`src/rtl/bmd_256_latency_calc.sv`:
```
// Latency calculator: reads the send timestamp for each received tag from BRAM,
// subtracts it from the arrival time and accumulates per-window statistics.
module bmd_256_latency_calc #(
    parameter int RD_LAT = 2,
    parameter int CNT_W  = 32
) (
    input  logic             clk,
    input  logic             rst,
    input  logic [63:0]      latency_counter,
    input  logic             start,
    input  logic             stats_clear,
    input  logic [CNT_W-1:0] window_len,
    input  logic [63:0]      threshold,
    input  logic             rx_tag_valid,
    input  logic [9:0]       rx_tag,
    output logic             bram_reb,
    output logic [9:0]       bram_rd_addr,
    input  logic [63:0]      bram_rd_data,
    output logic             lat_valid,
    output logic [63:0]      lat_value,
    output logic [CNT_W-1:0] sample_cnt,
    output logic [CNT_W-1:0] late_cnt,
    output logic [63:0]      lat_min,
    output logic [63:0]      lat_max,
    output logic [63:0]      lat_sum,
    output logic             busy,
    output logic             done
);

    localparam int PIPE_D = RD_LAT + 1;

    typedef enum logic [1:0] {
        ST_IDLE,
        ST_MEASURE,
        ST_DRAIN,
        ST_DONE
    } state_t;

    state_t            state_reg, state_next;
    logic [CNT_W-1:0]  acc_cnt_reg, acc_cnt_next;
    logic              win_open, win_full, win_start, accept;

    logic [PIPE_D-1:0] pipe_valid_reg;
    logic [63:0]       pipe_arr_reg [PIPE_D];

    logic              bram_reb_reg;
    logic [9:0]        bram_rd_addr_reg;
    logic              lat_valid_reg;
    logic [63:0]       lat_value_reg;
    logic [CNT_W-1:0]  sample_cnt_reg, late_cnt_reg;
    logic [63:0]       lat_min_reg, lat_max_reg, lat_sum_reg;

    logic              data_valid;
    logic [63:0]       lat_new;
    logic [64:0]       sum_ext;

    // Requests are counted at acceptance so the window closes without waiting for data
    assign win_open     = (window_len == '0) || (acc_cnt_reg < window_len);
    assign accept       = (state_reg == ST_MEASURE) && rx_tag_valid && win_open && !stats_clear;
    assign acc_cnt_next = acc_cnt_reg + {{(CNT_W-1){1'b0}}, accept};
    assign win_full     = (window_len != '0) && (acc_cnt_next >= window_len);
    assign win_start    = start && !stats_clear &&
                          ((state_reg == ST_IDLE) || (state_reg == ST_DONE));

    always_comb begin
        state_next = state_reg;
        if (stats_clear) begin
            state_next = ST_IDLE;
        end else begin
            case (state_reg)
                ST_IDLE:    if (start)                   state_next = ST_MEASURE;
                ST_MEASURE: if (win_full)                state_next = ST_DRAIN;
                ST_DRAIN:   if (pipe_valid_reg == '0)    state_next = ST_DONE;
                ST_DONE:    if (start)                   state_next = ST_MEASURE;
                default:                                 state_next = ST_IDLE;
            endcase
        end
    end

    always_ff @(posedge clk) begin
        if (rst) begin
            state_reg <= ST_IDLE;
        end else begin
            state_reg <= state_next;
        end
    end

    always_ff @(posedge clk) begin
        if (rst || stats_clear || win_start) begin
            acc_cnt_reg <= '0;
        end else begin
            acc_cnt_reg <= acc_cnt_next;
        end
    end

    always_ff @(posedge clk) begin
        if (rst) begin
            bram_reb_reg     <= 1'b0;
            bram_rd_addr_reg <= '0;
        end else begin
            bram_reb_reg <= accept;
            if (accept) begin
                bram_rd_addr_reg <= rx_tag;
            end
        end
    end

    // Arrival-time pipe: last stage lines up with the BRAM read data
    genvar gi;
    generate
        for (gi = 0; gi < PIPE_D; gi++) begin : g_pipe
            if (gi == 0) begin : g_head
                always_ff @(posedge clk) begin
                    if (rst || stats_clear) begin
                        pipe_valid_reg[0] <= 1'b0;
                    end else begin
                        pipe_valid_reg[0] <= accept;
                    end
                    pipe_arr_reg[0] <= latency_counter;
                end
            end else begin : g_tail
                always_ff @(posedge clk) begin
                    if (rst || stats_clear) begin
                        pipe_valid_reg[gi] <= 1'b0;
                    end else begin
                        pipe_valid_reg[gi] <= pipe_valid_reg[gi-1];
                    end
                    pipe_arr_reg[gi] <= pipe_arr_reg[gi-1];
                end
            end
        end
    endgenerate

    assign data_valid = pipe_valid_reg[PIPE_D-1];
    assign lat_new    = pipe_arr_reg[PIPE_D-1] - bram_rd_data;
    assign sum_ext    = {1'b0, lat_sum_reg} + {1'b0, lat_new};

    always_ff @(posedge clk) begin
        if (rst) begin
            lat_valid_reg <= 1'b0;
            lat_value_reg <= '0;
        end else begin
            lat_valid_reg <= data_valid && !stats_clear;
            if (data_valid && !stats_clear) begin
                lat_value_reg <= lat_new;
            end
        end
    end

    // Statistics land on the same edge as lat_value so they are visible with lat_valid
    always_ff @(posedge clk) begin
        if (rst || stats_clear || win_start) begin
            sample_cnt_reg <= '0;
            late_cnt_reg   <= '0;
            lat_min_reg    <= '1;
            lat_max_reg    <= '0;
            lat_sum_reg    <= '0;
        end else if (data_valid) begin
            if (sample_cnt_reg != '1) begin
                sample_cnt_reg <= sample_cnt_reg + 1'b1;
            end
            if ((lat_new > threshold) && (late_cnt_reg != '1)) begin
                late_cnt_reg <= late_cnt_reg + 1'b1;
            end
            if (lat_new < lat_min_reg) begin
                lat_min_reg <= lat_new;
            end
            if (lat_new > lat_max_reg) begin
                lat_max_reg <= lat_new;
            end
            lat_sum_reg <= sum_ext[64] ? '1 : sum_ext[63:0];
        end
    end

    assign bram_reb     = bram_reb_reg;
    assign bram_rd_addr = bram_rd_addr_reg;
    assign lat_valid    = lat_valid_reg;
    assign lat_value    = lat_value_reg;
    assign sample_cnt   = sample_cnt_reg;
    assign late_cnt     = late_cnt_reg;
    assign lat_min      = lat_min_reg;
    assign lat_max      = lat_max_reg;
    assign lat_sum      = lat_sum_reg;
    assign busy         = (state_reg == ST_MEASURE);
    assign done         = (state_reg == ST_DONE);

endmodule

```
`config.mk`:
```
export PLATFORM = sky130hd
export DESIGN_NAME = bmd_256_latency_calc
export DESIGN_NICKNAME = d
export VERILOG_FILES = /design/src/rtl/bmd_256_latency_calc.sv
export SDC_FILE = /design/constraint.sdc
export NUM_CORES = 1
export LEC_CHECK = 0
export ABC_AREA = 0
export CAP_MARGIN = 40
export CORE_UTILIZATION = 50
export CTS_BUF_LIST = sky130_fd_sc_hd__clkbuf_16
export DETAILED_ROUTE_END_ITERATION = 12
export PLACE_DENSITY_LB_ADDON = 0.15
export SYNTH_ARGS = -nofsm -noshare
export SYNTH_HDL_FRONTEND = slang
export SYNTH_SLANG_ARGS = --single-unit
```
`constraint.sdc`:
```
create_clock -name clk -period 6.7 [get_ports clk]
set_input_delay 0.67 -clock clk [delete_from_list [all_inputs] [get_ports clk]]
set_output_delay 0.67 -clock clk [all_outputs]
set_load 0.005 [all_outputs]
```
==> summary by stage <==
Outcome
The flow ran to the end, and the final reports show no timing, DRC or antenna violations.

Finish
The number of fill cells is 5,502. The area of all placed cells without fillers is 41,100 um^2. The post-synthesis to final-layout area growth is 29.4%. The proportion of layout cells with a drive suffix above 1 is 0.0685. The register with the most flip-flops in the layout has 192 of them. The post-layout net count is 5,033. The finished layout holds 5,306 standard cells, fillers aside.

Logic synthesis
The synthesized area is 31,800 um^2. The total number of yosys warnings is 0. The synthesized netlist contains 98 unique library cells. In this run, synthesis produced a sequential element count of 561. The net count of the mapped netlist is 4,414. In the synthesized netlist, the number of instances is 3,784. The mean instance size in the synthesized netlist is 8.40 um^2. The share of flip-flops with an asynchronous set or reset is 0. The number of enable-type register cells in the synthesized netlist is 0. The flip-flop cell with the highest count after synthesis is dfxtp_1. For this run, the register share of the synthesized area comes to 0.354.

STA
The summed negative setup slack over all endpoints is 0 ns. The worst-case clock skew is 0.0479 ns. The transition time at the pin with the least slew margin is 0.950 ns. After layout, the worst setup slack is 0.437 ns. Setup violations remaining at the end of the flow were counted as 0. The routed design could run at a clock period as short as 6.26 ns. The ratio of final minimum period to clock period is 0.935.

The worst relative slew slack is 0.362. Timing would allow up to 160 MHz. The hold violation count in the final report is 0. The max-slew violation count was 0.

Hold path
Counting instances, the worst hold path has a depth of 0. The startpoint identified for the worst hold timing path is pipe_arr_reg[0][77]. The end point of the worst hold path is pipe_arr_reg[0][141]. The worst hold path class is reg2reg.

Drt
The routed via count is 29,415. After detailed routing, the number of vias per cell comes to 5.54. The routed wirelength normalized by instance count is 19.5 um. The sum of routed wire length over all layers is 104,000 um. The number of detailed-routing iterations run before antenna repair is 8. The antenna violation net count after detailed routing is 0. The violation count after the first detailed-route iteration is 2,091. The number of design rule violations left after detail routing is 0.

Placed design
The half-perimeter wire length of the detailed placement result is 82,200 um. OpenSTA, run right after detailed placement, puts the worst setup slack at -0.357 ns. Routability-driven placement finished with a final weighted congestion of 0.988. The instance area at placement is 39,100 um^2. The number of cells after detailed placement is 5,189. The count of buffers inserted at the top-level ports is 572.

Clock tree
The clock latency reported for the late side of the worst-skew pair is 0.66 ns. CTS built an H-tree with a depth of 2. The clock net in this run drives a total of 561 sinks. TritonCTS built the clock tree. Once the clock tree was built, the resizer swapped 0 gates to a different size. The maximum buffer depth of the clock tree is 3.

Clock tree synthesis selected as its root buffer the cell clkbuf_16. The clock edge transition at the registers on the reported setup and hold paths is 0.07 ns. Buffers added to address setup during post-CTS repair amount to 0.

The number of buffers created by CTS is 58. The number of hold buffers added after CTS was 0.

Floorplan
After floorplanning, the core was divided into 92 placement rows. The core region is 63,000 um^2. The die covers 64,600 um^2. From left edge to right edge, the die measures 254 um. The I/O pin total is 573. The initial cell density of the core is 0.505. In this run the vertical extent of the chip is 254 um.

GRT
Global routing finished with a remaining overflow of 0. In the global route stage, overall resource usage came out at 0.311. Entering global routing, the biggest net connects 102 pins. The via count of the first global-routing pass is 27,614. The initial antenna violation count is 8. The first-pass GRT wire length is 156,000 um.

Critical path
The delay contributed by the slowest stage of the critical path is 0.48 ns. The destination of the worst register-to-register timing path is lat_max[53]. STA classifies the critical path startpoint as an input port. The critical path depth is 24. Together, buffers and inverters on the worst path number 4.

By startpoint and endpoint, the worst setup path is classified as in2reg. The register-to-register setup slack is 0.59 ns. STA puts the critical path data required time at 7.27 ns. The largest fanout of any net on the critical path is 14. The gate family responsible for the most delay along the worst path is compound AO/OA/AOI/OAI gates. The critical path arrival is 6.83 ns. STA classifies the critical path endpoint as a flop.

The worst register-to-register path begins at pipe_arr_reg[0][128]. Walking the worst path, the cells encountered are clkdlybuf4s50_1, ha_1, inv_1, fa_1, a211oi_1, o21ai_1, o221ai_2, a21boi_2, a41oi_1, nor3_1, or4_1, xnor2_2, buf_4, ha_1, nand4_1, nor4_1, nand4_1, nor4_2, o22a_1, a211oi_1, a21oi_4, buf_4, nand2_1, o21ai_0. The number of cell instances on the worst register-to-register path is 24. The cell type of the slowest stage on the worst timing path is clkdlybuf4s50_1. The most critical setup path has its startpoint at bram_rd_data[0].

Power
The cell-internal power is 6.08 mW. Of the total power, registers draw 0.389. The analysis attributes to net switching a power of 2.71 mW.

Summed over all cells, the static leakage comes to 18.1 nW. The combinational share of power is 0.240. The clock group share of total power is 0.372. The worst ir drop on vdd is 0.000223 V. For this design the ratio of total power to cell area is 214 nW/um^2.

The switching share of total power is 0.309.

Flow run
The total of max-cap violations is 0.
==> routing by layer <==
metal | track usage | part of all wire | up-vias
met4 | 0.128 | 0.040 | 0
met5 | 0 | 0 | -
met3 | 0.0637 | 0.076 | 188
li1 | - | - | 14573
met1 | 0.407 | 0.44 | 13701
met2 | 0.497 | 0.45 | 953
==> layout by cell type (no fill, tap or decap), types with 11 or more instances in the layout <==
cell,count
clkdlybuf4s50_1,571
dfxtp_1,560
ha_1,389
a21oi_1,385
inv_1,355
nand2_1,338
nor2_1,295
o21ai_0,178
a21o_1,139
buf_4,123
xnor2_1,120
nand4_1,100
nand3_1,81
xor2_1,69
o211ai_1,67
nor3_1,64
clkbuf_16,58
and2_1,46
and3_1,36
a211oi_1,28
o21bai_1,28
nor4_1,26
nand2b_1,23
mux2i_1,22
nor2b_1,18
or3_1,18
a31oi_1,18
o21ai_1,16
clkinv_2,14
and4_1,13
o21a_1,11
o31ai_1,11
==> power groups by stage <==
stage               Clock [mW]  Combinational, mW  Sequential, mW
global placement             0               2.03            3.49
detailed placement           0               2.06            3.49
global route              3.46               2.31            3.42
floorplan                    0               1.25            3.48
CTS                       3.33               2.07            3.42
finish                    3.27               2.11            3.42
==> kinds of logic (layout without fill, tap and decap cells) <==
family,Yosys count,after routing,share of synthesized area
AND/OR/NAND/NOR,1113,1113,0.168
XOR/XNOR,195,195,0.0545
adder cells (fa/ha/maj),391,391,0.154
multiplexers,23,23,0.00729
AO/OA/AOI/OAI,1008,1008,0.202
flip-flops,561,561,0.354
other,0,8,0
buffers and inverters,493,1161,0.0601
==> worst max path at each step <==
stage,end,slack [ns]
detailed placement,lat_max[53],-0.36
floorplan,state_reg[0],0.78
global placement,lat_max[43],-0.20
global route,lat_max[54],-0.008
finish,lat_max[53],0.44
CTS,lat_max[53],0.31
==> worst register-to-register path, delay by kind of cell (launching register included) <==
| kind | cells | cell delay [ns] |
|---|---|---|
| fa+ha+maj | 3 | 0.90 |
| simple gates | 7 | 1.82 |
| compound gates | 9 | 2.20 |
| xor+xnor | 1 | 0.22 |
| flops | 1 | 0.30 |
| buf+inv | 4 | 0.59 |
==> synthesized netlist by cell type (all sizes together), types with 21 or more instances <==
| cell | instances | area, um^2 |
|---|---|---|
| dfxtp | 561 | 11200 |
| ha | 389 | 4870 |
| a21oi | 387 | 1940 |
| inv | 346 | 1300 |
| nand2 | 341 | 1280 |
| nor2 | 298 | 1130 |
| o21ai | 196 | 988 |
| a21o | 139 | 1040 |
| xnor2 | 124 | 1100 |
| nand4 | 104 | 676 |
| clkbuf | 103 | 388 |
| nand3 | 81 | 405 |
| o211ai | 71 | 553 |
| xor2 | 71 | 629 |
| nor3 | 66 | 347 |
| and2 | 48 | 300 |
| buf | 44 | 223 |
| and3 | 36 | 225 |
| a211oi | 30 | 243 |
| nor4 | 28 | 181 |
| o21bai | 28 | 210 |
| nand2b | 24 | 150 |
| mux2i | 22 | 220 |
| a31oi | 21 | 150 |
==> layout make-up <==
class | count | area (um^2) | area share
sequential | 561 | 11200 | 0.273
clock buffer | 58 | 1450 | 0.0353
multi-input combinational | 2730 | 18700 | 0.455
clock inverter | 51 | 478 | 0.0116
antenna | 8 | 20.0 | 0.000487
tap | 846 | 1060 | 0.0257
timing repair buffer | 706 | 6880 | 0.167
inverter | 346 | 1300 | 0.0316
==> per-stage QoR <==
stage                util  power (mW)  hold slack, ns
finish              0.653        8.79           0.320
detailed placement  0.622        5.55           0.312
global placement    0.621        5.52           0.310
CTS                 0.652        8.82           0.317
global route        0.653        9.20           0.323
floorplan               -        4.73           0.310
(Power assumes the default switching activity.)
